$ cat src/rtl/led_pattern_pkg.sv
`default_nettype none
// ============================================================================
// Module   : led_pattern_pkg
// Brief    : Shared mode encodings, bounce direction type and pattern helpers
//            for the LED pattern generator.
// Revision : 1.0 - initial release
// ============================================================================
package led_pattern_pkg;

  // One-hot switch encodings; MODE_BOUNCE is only decoded when BOUNCE_EN is set
  localparam logic [3:0] MODE_LOAD   = 4'b0001;
  localparam logic [3:0] MODE_LEFT   = 4'b0010;
  localparam logic [3:0] MODE_RIGHT  = 4'b0100;
  localparam logic [3:0] MODE_TOGGLE = 4'b1000;
  localparam logic [3:0] MODE_BOUNCE = 4'b0110;

  // Widest LED bank the helpers below handle
  localparam int MAX_LED = 256;

  typedef enum logic {
    DIR_LEFT  = 1'b0,
    DIR_RIGHT = 1'b1
  } dir_t;

  // Even bits set below bit n (...0101); callers slice the low n bits
  function automatic logic [MAX_LED-1:0] alt_pattern(input int n);
    logic [MAX_LED-1:0] r;
    r = '0;
    for (int i = 0; i < MAX_LED; i++) begin
      r[i] = ((i % 2) == 0) && (i < n);
    end
    return r;
  endfunction

  // True when exactly one bit is set; zero-extended LED vectors are passed in
  function automatic logic is_onehot(input logic [MAX_LED-1:0] v);
    return $onehot(v);
  endfunction

endpackage
`default_nettype wire

$ cat src/rtl/led_pattern_gen_if.sv
`default_nettype none
// ============================================================================
// Module   : led_pattern_gen_if
// Brief    : Switch/speed inputs and tick/LED outputs of the pattern generator.
//            master = board side driving switches, slave = generator.
// Revision : 1.0 - initial release
// ============================================================================
interface led_pattern_gen_if #(
  parameter int N_LED = 8
);
  logic [3:0]       sw;
  logic [1:0]       speed;
  logic             tick;
  logic [N_LED-1:0] led;

  modport master (
    output sw,
    output speed,
    input  tick,
    input  led
  );

  modport slave (
    input  sw,
    input  speed,
    output tick,
    output led
  );
endinterface
`default_nettype wire

$ cat src/rtl/tick_divider.sv
`default_nettype none
// ============================================================================
// Module   : tick_divider
// Brief    : Runtime-selectable prescaler. Period is (DIV >> speed) cycles;
//            tick is combinational from the count so a speed increase with the
//            count already past the new limit ticks at once without wrapping.
// Revision : 1.0 - initial release
// ============================================================================
module tick_divider #(
  parameter int DIV = 24'hA00000
) (
  input  wire logic       clk,
  input  wire logic       rst,
  input  wire logic [1:0] speed,
  output logic            tick
);
  localparam int CW = (DIV > 1) ? $clog2(DIV) : 1;

  logic [CW-1:0] cnt;
  logic [CW-1:0] lim;
  logic [CW-1:0] lim_m1;

  // Limit computed at counter width; a power-of-two DIV truncates to 0 at
  // speed 0 and lim-1 wraps to all-ones, which is still the right terminal count
  always_comb begin
    lim    = CW'(DIV >> speed);
    lim_m1 = lim - CW'(1);
    tick   = (cnt >= lim_m1);
  end

  // Free-running count, cleared on the terminal cycle
  always_ff @(posedge clk) begin
    if (rst) begin
      cnt <= '0;
    end else if (tick) begin
      cnt <= '0;
    end else begin
      cnt <= cnt + CW'(1);
    end
  end
endmodule
`default_nettype wire

$ cat src/rtl/led_pattern_gen.sv
`default_nettype none
// ============================================================================
// Module   : led_pattern_gen
// Brief    : Switch-selected LED pattern generator: load, shift left/right,
//            alternating toggle and (with macro BOUNCE_EN) a bouncing dot.
//            Patterns step on a prescaled tick from tick_divider.
// Revision : 1.0 - initial release
// ============================================================================
module led_pattern_gen
  import led_pattern_pkg::*;
#(
  parameter int N_LED      = 8,
  parameter int DIV        = 24'hA00000,
  parameter int TOG_HALF   = 8,
  parameter int TOG_PERIOD = 18
) (
  input  wire logic         clk,
  input  wire logic         rst,
  led_pattern_gen_if.slave  bus
);
  localparam logic [MAX_LED-1:0] PAT_FULL = alt_pattern(N_LED);
  localparam logic [N_LED-1:0]   PAT_A    = PAT_FULL[N_LED-1:0];
  localparam logic [N_LED-1:0]   PAT_B    = ~PAT_A;
  localparam logic [N_LED-1:0]   LED_LSB  = N_LED'(1);
  localparam logic [N_LED-1:0]   LED_MSB  = LED_LSB << (N_LED - 1);
  localparam logic [7:0]         TOG_HALF_C = 8'(TOG_HALF);
  localparam logic [7:0]         TOG_LAST   = 8'(TOG_PERIOD - 1);

  logic               tick;
  logic [N_LED-1:0]   led;
  logic [N_LED-1:0]   led_next;
  logic [7:0]         tcnt;
  logic [7:0]         tcnt_next;
  logic [MAX_LED-1:0] led_ext;
  logic               led_onehot;
`ifdef BOUNCE_EN
  dir_t               dir;
  dir_t               dir_next;
`endif

  tick_divider #(
    .DIV (DIV)
  ) u_div (
    .clk   (clk),
    .rst   (rst),
    .speed (bus.speed),
    .tick  (tick)
  );

  assign bus.tick = tick;
  assign bus.led  = led;

  // Zero-extend the LED bank so the package helper works for any width
  always_comb begin
    led_ext             = '0;
    led_ext[N_LED-1:0]  = led;
    led_onehot          = is_onehot(led_ext);
  end

  // Next-state decode: toggle counter always runs, LED update by switch mode
  always_comb begin
    led_next  = led;
    tcnt_next = tcnt;
`ifdef BOUNCE_EN
    dir_next  = dir;
`endif
    if (tick) begin
      tcnt_next = (tcnt == TOG_LAST) ? 8'd0 : tcnt + 8'd1;
    end
    case (bus.sw)
      MODE_LOAD: begin
        if (tick) led_next = LED_LSB;
      end
      MODE_LEFT: begin
        if (tick) led_next = led_onehot ? (led << 1) : LED_LSB;
      end
      MODE_RIGHT: begin
        if (tick) led_next = led_onehot ? (led >> 1) : LED_MSB;
      end
      MODE_TOGGLE: begin
        led_next = (tcnt < TOG_HALF_C) ? PAT_A : PAT_B;
      end
`ifdef BOUNCE_EN
      MODE_BOUNCE: begin
        if (tick) begin
          if (!led_onehot) begin
            led_next = LED_LSB;
            dir_next = DIR_LEFT;
          end else if ((dir == DIR_LEFT) && led[N_LED-1]) begin
            dir_next = DIR_RIGHT;
            led_next = led >> 1;
          end else if ((dir == DIR_RIGHT) && led[0]) begin
            dir_next = DIR_LEFT;
            led_next = led << 1;
          end else begin
            led_next = (dir == DIR_LEFT) ? (led << 1) : (led >> 1);
          end
        end
      end
`endif
      default: begin
        led_next = '0;
      end
    endcase
`ifdef BOUNCE_EN
    // Re-entering bounce always starts moving left
    if (bus.sw != MODE_BOUNCE) dir_next = DIR_LEFT;
`endif
  end

  // State registers; reset wins over a same-cycle tick
  always_ff @(posedge clk) begin
    if (rst) begin
      led  <= '0;
      tcnt <= '0;
`ifdef BOUNCE_EN
      dir  <= DIR_LEFT;
`endif
    end else begin
      led  <= led_next;
      tcnt <= tcnt_next;
`ifdef BOUNCE_EN
      dir  <= dir_next;
`endif
    end
  end
endmodule
`default_nettype wire

$ cat src/flat_wrapper.sv
// flat-port wrapper written by rule: the top's interface ports become plain ports
module led_pattern_gen_flat import led_pattern_pkg::*;
#(
  parameter int N_LED      = 8,
  parameter int DIV        = 24'hA00000,
  parameter int TOG_HALF   = 8,
  parameter int TOG_PERIOD = 18
)
  (clk, rst, bus_sw, bus_speed, bus_tick, bus_led);
  led_pattern_gen_if #(.N_LED(N_LED)) bus_i ();
  input  wire logic clk;
  input  wire logic rst;
  input wire logic [$bits(bus_i.sw)-1:0] bus_sw;
  input wire logic [$bits(bus_i.speed)-1:0] bus_speed;
  output wire logic [$bits(bus_i.tick)-1:0] bus_tick;
  output wire logic [$bits(bus_i.led)-1:0] bus_led;
  assign bus_i.sw = bus_sw;
  assign bus_i.speed = bus_speed;
  assign bus_tick = bus_i.tick;
  assign bus_led = bus_i.led;
  led_pattern_gen #(.N_LED(N_LED), .DIV(DIV), .TOG_HALF(TOG_HALF), .TOG_PERIOD(TOG_PERIOD)) u_core (.clk(clk), .rst(rst), .bus(bus_i));
endmodule
$ cat config.mk
export PLATFORM = sky130hd
export DESIGN_NAME = led_pattern_gen_flat
export DESIGN_NICKNAME = d
export VERILOG_FILES = /design/src/rtl/led_pattern_pkg.sv /design/src/rtl/led_pattern_gen_if.sv /design/src/rtl/tick_divider.sv /design/src/rtl/led_pattern_gen.sv /design/src/flat_wrapper.sv
export SDC_FILE = /design/constraint.sdc
export NUM_CORES = 1
export LEC_CHECK = 0
export BUFFER_PORTS_ARGS = -buffer_cell sky130_fd_sc_hd__buf_2
export CELL_PAD_IN_SITES_DETAIL_PLACEMENT = 0
export CELL_PAD_IN_SITES_GLOBAL_PLACEMENT = 1
export CORE_MARGIN = 5
export CORE_UTILIZATION = 40
export CTS_BUF_LIST = sky130_fd_sc_hd__clkbuf_4 sky130_fd_sc_hd__clkbuf_8
export CTS_CLUSTER_DIAMETER = 120
export DETAILED_ROUTE_END_ITERATION = 10
export MAX_ROUTING_LAYER = met4
export PLACE_DENSITY_LB_ADDON = 0.1
export SYNTH_ARGS = -nofsm -noshare
export SYNTH_HDL_FRONTEND = slang
export SYNTH_SLANG_ARGS = --single-unit
$ cat constraint.sdc
create_clock -name clk -period 9.5 [get_ports clk]
set_input_delay 0.95 -clock clk [delete_from_list [all_inputs] [get_ports clk]]
set_output_delay 0.95 -clock clk [all_outputs]
set_load 0.05 [all_outputs]
Word-level counts from Yosys, hierarchy flattened. Index checks and enable logic that the tools add are counted.

Bits in registers: 40.

Eq/ne operators: 9. Shift-type cells: 1. $lt $le $gt $ge: 2. Reductions and logical operators: 2. $add $sub $neg: 10. Muxes and demuxes: 8.

Operator list (count): $mux 8 (7); $pmux 8 s4 (1); $add 9x9->9 (3); $add 24x1->24 const B (1); $ge 24x24->1 (1); $shr 24x2->24 const A (1); $sub 24x1->24 const B (1); $eq 9x1->1 const B (1); $add 1x1->2 (4); $add 8x1->8 const B (1); $eq 8x5->1 const B (1); $lt 8x4->1 const B (1); $ne 2x2->1 const B (3); $eq 4x1->1 const B (1); $eq 4x2->1 const B (1); $eq 4x3->1 const B (1); $eq 4x4->1 const B (1); $reduce_and 3->1 (1); $reduce_or 2->1 (1).

Longest topological paths before layout.
Depth after elaboration: 7. Gate-level depth with buffers: 13. Depth with buffers taken out: 12.

Hierarchy. From an unflattened synthesis, not the netlist that was laid out.

Cells, all modules: 279. Area total of the unflattened synthesis: 2516.2 um2.

By module, submodules not included: tick_divider (times used 1, cells an instance 151, sequential area each 480.5 um2, area each 1336.3 um2); led_pattern_gen (times used 1, cells an instance 128, sequential area each 320.3 um2, area each 1179.9 um2).

Worst setup path after synthesis. Ideal clock, no wire load.

Kind: register to register. Start: reg u_core.led[6] (netlist: u_core.bus.led[6]). End: reg u_core.led[5] (netlist: u_core.bus.led[5]). Buffers on the path: 1. Arrival: 3780 ps. Stages on the path, launching flop included: 14. Path slack: 5654 ps. Cell sequence: dfxtp_1 > ha_1 > fa_1 > inv_1 > fa_1 > inv_1 > ha_1 > fa_1 > nor4b_2 > and4b_1 > clkbuf_1 > a22oi_1 > a22o_1 > a21oi_2.

Longest elaborated chain between the ends: 7. Elaborated cells on any way between the ends: 9. Those cells by class: add/sub: 3; eq/ne: 1; mux: 5.

RTL lines: start, declared (RTL line led_pattern_gen.sv:30) `logic [N_LED-1:0] led;`; start signal, assigned (RTL line led_pattern_gen.sv:120) `led <= led_next;`; $add 1x1->2 (implied by the code) (RTL line led_pattern_pkg.sv:37) `return $onehot(v);`; $add 9x9->9 (implied by the code) (2 in a row) (RTL line led_pattern_pkg.sv:37); $eq 9x1->1 (RTL line led_pattern_pkg.sv:37); $mux 8 (on tied branches) (2 in a row) (RTL line led_pattern_gen.sv:78, led_pattern_gen.sv:75); $pmux 8 s4 (*) (RTL line led_pattern_gen.sv:70) `case (bus.sw)`.

Every way passes the cells marked *; elsewhere a longest branch is shown, timed or not. The select of a mux whose other input is x is not followed. A chain may end at the register's enable or synchronous reset.

Worst setup path after layout.
Start: reg u_core.led[6] (netlist: u_core.bus.led[6]). End: reg u_core.led[3] (netlist: u_core.bus.led[3]).

Longest elaborated chain between the ends: 7. Elaborated cells on any way between the ends: 9. Those cells by class: add/sub: 3; eq/ne: 1; mux: 5.

RTL lines (RTL line): $add 1x1->2 (implied by the code) (*) (led_pattern_pkg.sv:37); $add 9x9->9 (implied by the code) (*) (2 in a row) (led_pattern_pkg.sv:37); $eq 9x1->1 (*) (led_pattern_pkg.sv:37); $mux 8 (on tied branches) (2 in a row) (led_pattern_gen.sv:78, led_pattern_gen.sv:75); $pmux 8 s4 (*) (led_pattern_gen.sv:70).

Marks and branches as above.

==> reports/qor.yml <==
status: "completed"
grt_pass1_wl_mm: 8.238
cts_resized: 0
fillers: 601
cp-end-kind: "register"
grt_pass1_vias: 1809
cp-start-kind: "register"
vias: 1903
fin_crit_ps: 3780
htree_levels: 2
synthesis.area_um2: 2390
die_area_um2: 7620
syn_inst: 267
p_per_area_nw_per_um2: 131.5
start_util: 0.4085
hold_depth: 1
synthFlopType: "dfxtp_1"
cts_tree: "built"
antenna_found_initial: 0
dpl_worst_slack_ps: 5726
synth_mux_area_frac: 0.004188
num_antenna_cells: 0
io_pins: 17
syn_avg_cell_area_um2: 8.951
dpl.hpwl_mm: 3.433
synthSimpleGateAreaFrac: 0.2382
hold_path.class: "reg -> reg"
cts_buffer_depth: 2
ys.warnings.count: 0
syn-num-nets: 299
seq_area_frac_synth: 0.3351
rr_worst_depth: 12
post-route-period-util: 0.3979
clock_skew_ps: 7.599
synthXorXnorAreaFrac: 0.08796
std_cell_rows: 28
place.gp.congestion: 0.7335
port_buffers: 16
drt-initial-drc-count: 59
maxCapViolCount: 0
nets: 312
seq_area_um2: 800.8
cts_inserted_buffers: 5
final_common_cell: "dfxtp_1"
gr-usage-met1: 0.1764
synth-compound-area-share: 0.1476
die-width_um: 87.30
grt_setup_unrepaired: "no"
area_growth_pct: 10.31
die_y_um: 87.30
synth_top_family_by_area: "simple AND/OR/NAND/NOR gates"
coreArea_um2: 5851
wire_per_inst_um: 13.39
place_inst: 348
clk_pin_slew_worst_paths_ps: 80
synth-seq-cells: 40
layout_common_cells: "40 x dfxtp_1, 34 x nor2_1, 20 x ha_1"
setup_tns_ps: 0
gr-usage-met2: 0.2116
max_slew.worst_pin.slew_ps: 1015
drc: 0
grtUsageTotal: 0.1375
asyncSetResetFlopFracSynth: 0
busiest_layer: "met2"
gr-total-overflow: 0
max_slew_margin: 0.3209
totalWireLength_mm: 4.767
max_freq_ghz: 0.2646
clkSinkCount: 40
drv_slew: 0
cp.required_ps: 9720
setup_slack_ps: 5720
finalHoldViolCount: 0
grt_max_degree: 28
yosys.area_share.adder: 0.1382
ys_types: 46
multi_input_area_um2: 1473
clk_latency_ps: 290
hold_buffers: 0
vias_per_cell: 5.346
setup_viol: 0
worst_ep_arrival_time_ps: 4000
clockRootBuffer: "clkbuf_8"
drive_gt1_frac: 0.1174
post-cts-setup-buffers: 0
first_pass_iters: 4
instances_no_fill: 356
power_leakage_uw: 0.001131
synth_enable_flop_cells: 0
ant_nets: 0
met3_usage: 0.03690
crit_fanout: 6
ir_drop_mv: 0.06235
reg2reg_slack_ps: 5720
worstSetupPathType: "reg -> reg"
-- worst paths after layout --
path / startpoint / to
worst max-delay path: u_core.bus.led[6] / u_core.bus.led[3]
worst min-delay path: u_core.u_div.cnt[0] / u_core.u_div.cnt[0]
worst max register to register: u_core.bus.led[6] / u_core.bus.led[3]
worst min register to register: u_core.u_div.cnt[0] / u_core.u_div.cnt[0]
-- routing by layer --
metal,vias up,part of all wire
met2,18,0.46
met3,4,0.025
met5,-,0
met1,906,0.51
li1,975,-
met4,0,0.0080
-- where the power goes --
group / internal (uW) / total, uW / switching (uW) / leakage (uW)
Clock: 86.0 / 150 / 64.1 / 0.0000614
Combinational: 8.80 / 25.3 / 16.5 / 0.000746
Sequential: 169 / 171 / 2.04 / 0.000323
Total: 264 / 347 / 82.6 / 0.00113
-- metrics by stage --
step / total power [uW] / hold WS (ps) / utilization / area (um2)
after floorplan: 194.0 / 429.7 / - / 2390
after global placement: 201.2 / 443.3 / 0.4299 / 2515
after detailed placement: 201.0 / 451.0 / 0.4299 / 2515
after CTS: 351.7 / 469.4 / 0.4506 / 2636
after global routing: 362.3 / 506.8 / 0.4506 / 2636
final: 346.7 / 464.2 / 0.4506 / 2636
-- area by class of cell --
cell class	count	area share
sequential	40	0.3037
inverter	16	0.02278
clock buffer	6	0.03132
clock inverter	2	0.01471
tap	75	0.03560
multi-input combinational	200	0.5586
timing repair buffer	17	0.03322
-- cells by family after synthesis --
group | after synthesis
simple gates | 102
xor+xnor | 24
fa+ha+maj | 24
buf+inv | 27
mux | 1
flops | 40
compound gates | 49
-- cells in the mapped netlist, types with 2 or more instances --
library cell | count | area (um2)
a21o_1 | 3 | 22.52
a21oi_1 | 10 | 50.05
a221oi_1 | 4 | 35.03
a22o_1 | 6 | 52.55
a22oi_1 | 3 | 22.52
a41o_1 | 2 | 20.02
and3_1 | 5 | 31.28
and4_1 | 3 | 26.28
and4b_1 | 3 | 30.03
buf_2 | 6 | 30.03
clkbuf_1 | 4 | 15.01
dfxtp_1 | 40 | 800.8
fa_1 | 4 | 80.08
ha_1 | 20 | 250.2
inv_1 | 15 | 56.30
nand2_1 | 12 | 45.04
nand2b_1 | 5 | 31.28
nand3_1 | 19 | 95.09
nand4_1 | 6 | 37.54
nand4_2 | 2 | 25.02
nor2_1 | 34 | 127.6
nor3_1 | 2 | 10.01
nor3b_1 | 2 | 15.01
o211ai_1 | 3 | 22.52
o21ai_0 | 7 | 35.03
o31ai_1 | 5 | 37.54
xnor2_1 | 6 | 52.55
xor2_1 | 18 | 157.7
-- worst max-delay path, stage by stage, from the launching register on --
cell	delay, ps
dfxtp_1	360
ha_1	240
fa_1	540
inv_1	60
fa_1	520
inv_1	40
ha_1	190
fa_1	440
nor4b_2	450
and4b_1	400
a22oi_1	120
a22o_1	200
a21oi_1	140
-- state kept, by name (all words and copies together), names as in the netlist --
name	flops
u_core.u_div.cnt	24
u_core.bus.led	8
u_core.tcnt	8
Note: power is estimated with default switching activity, not from simulation.
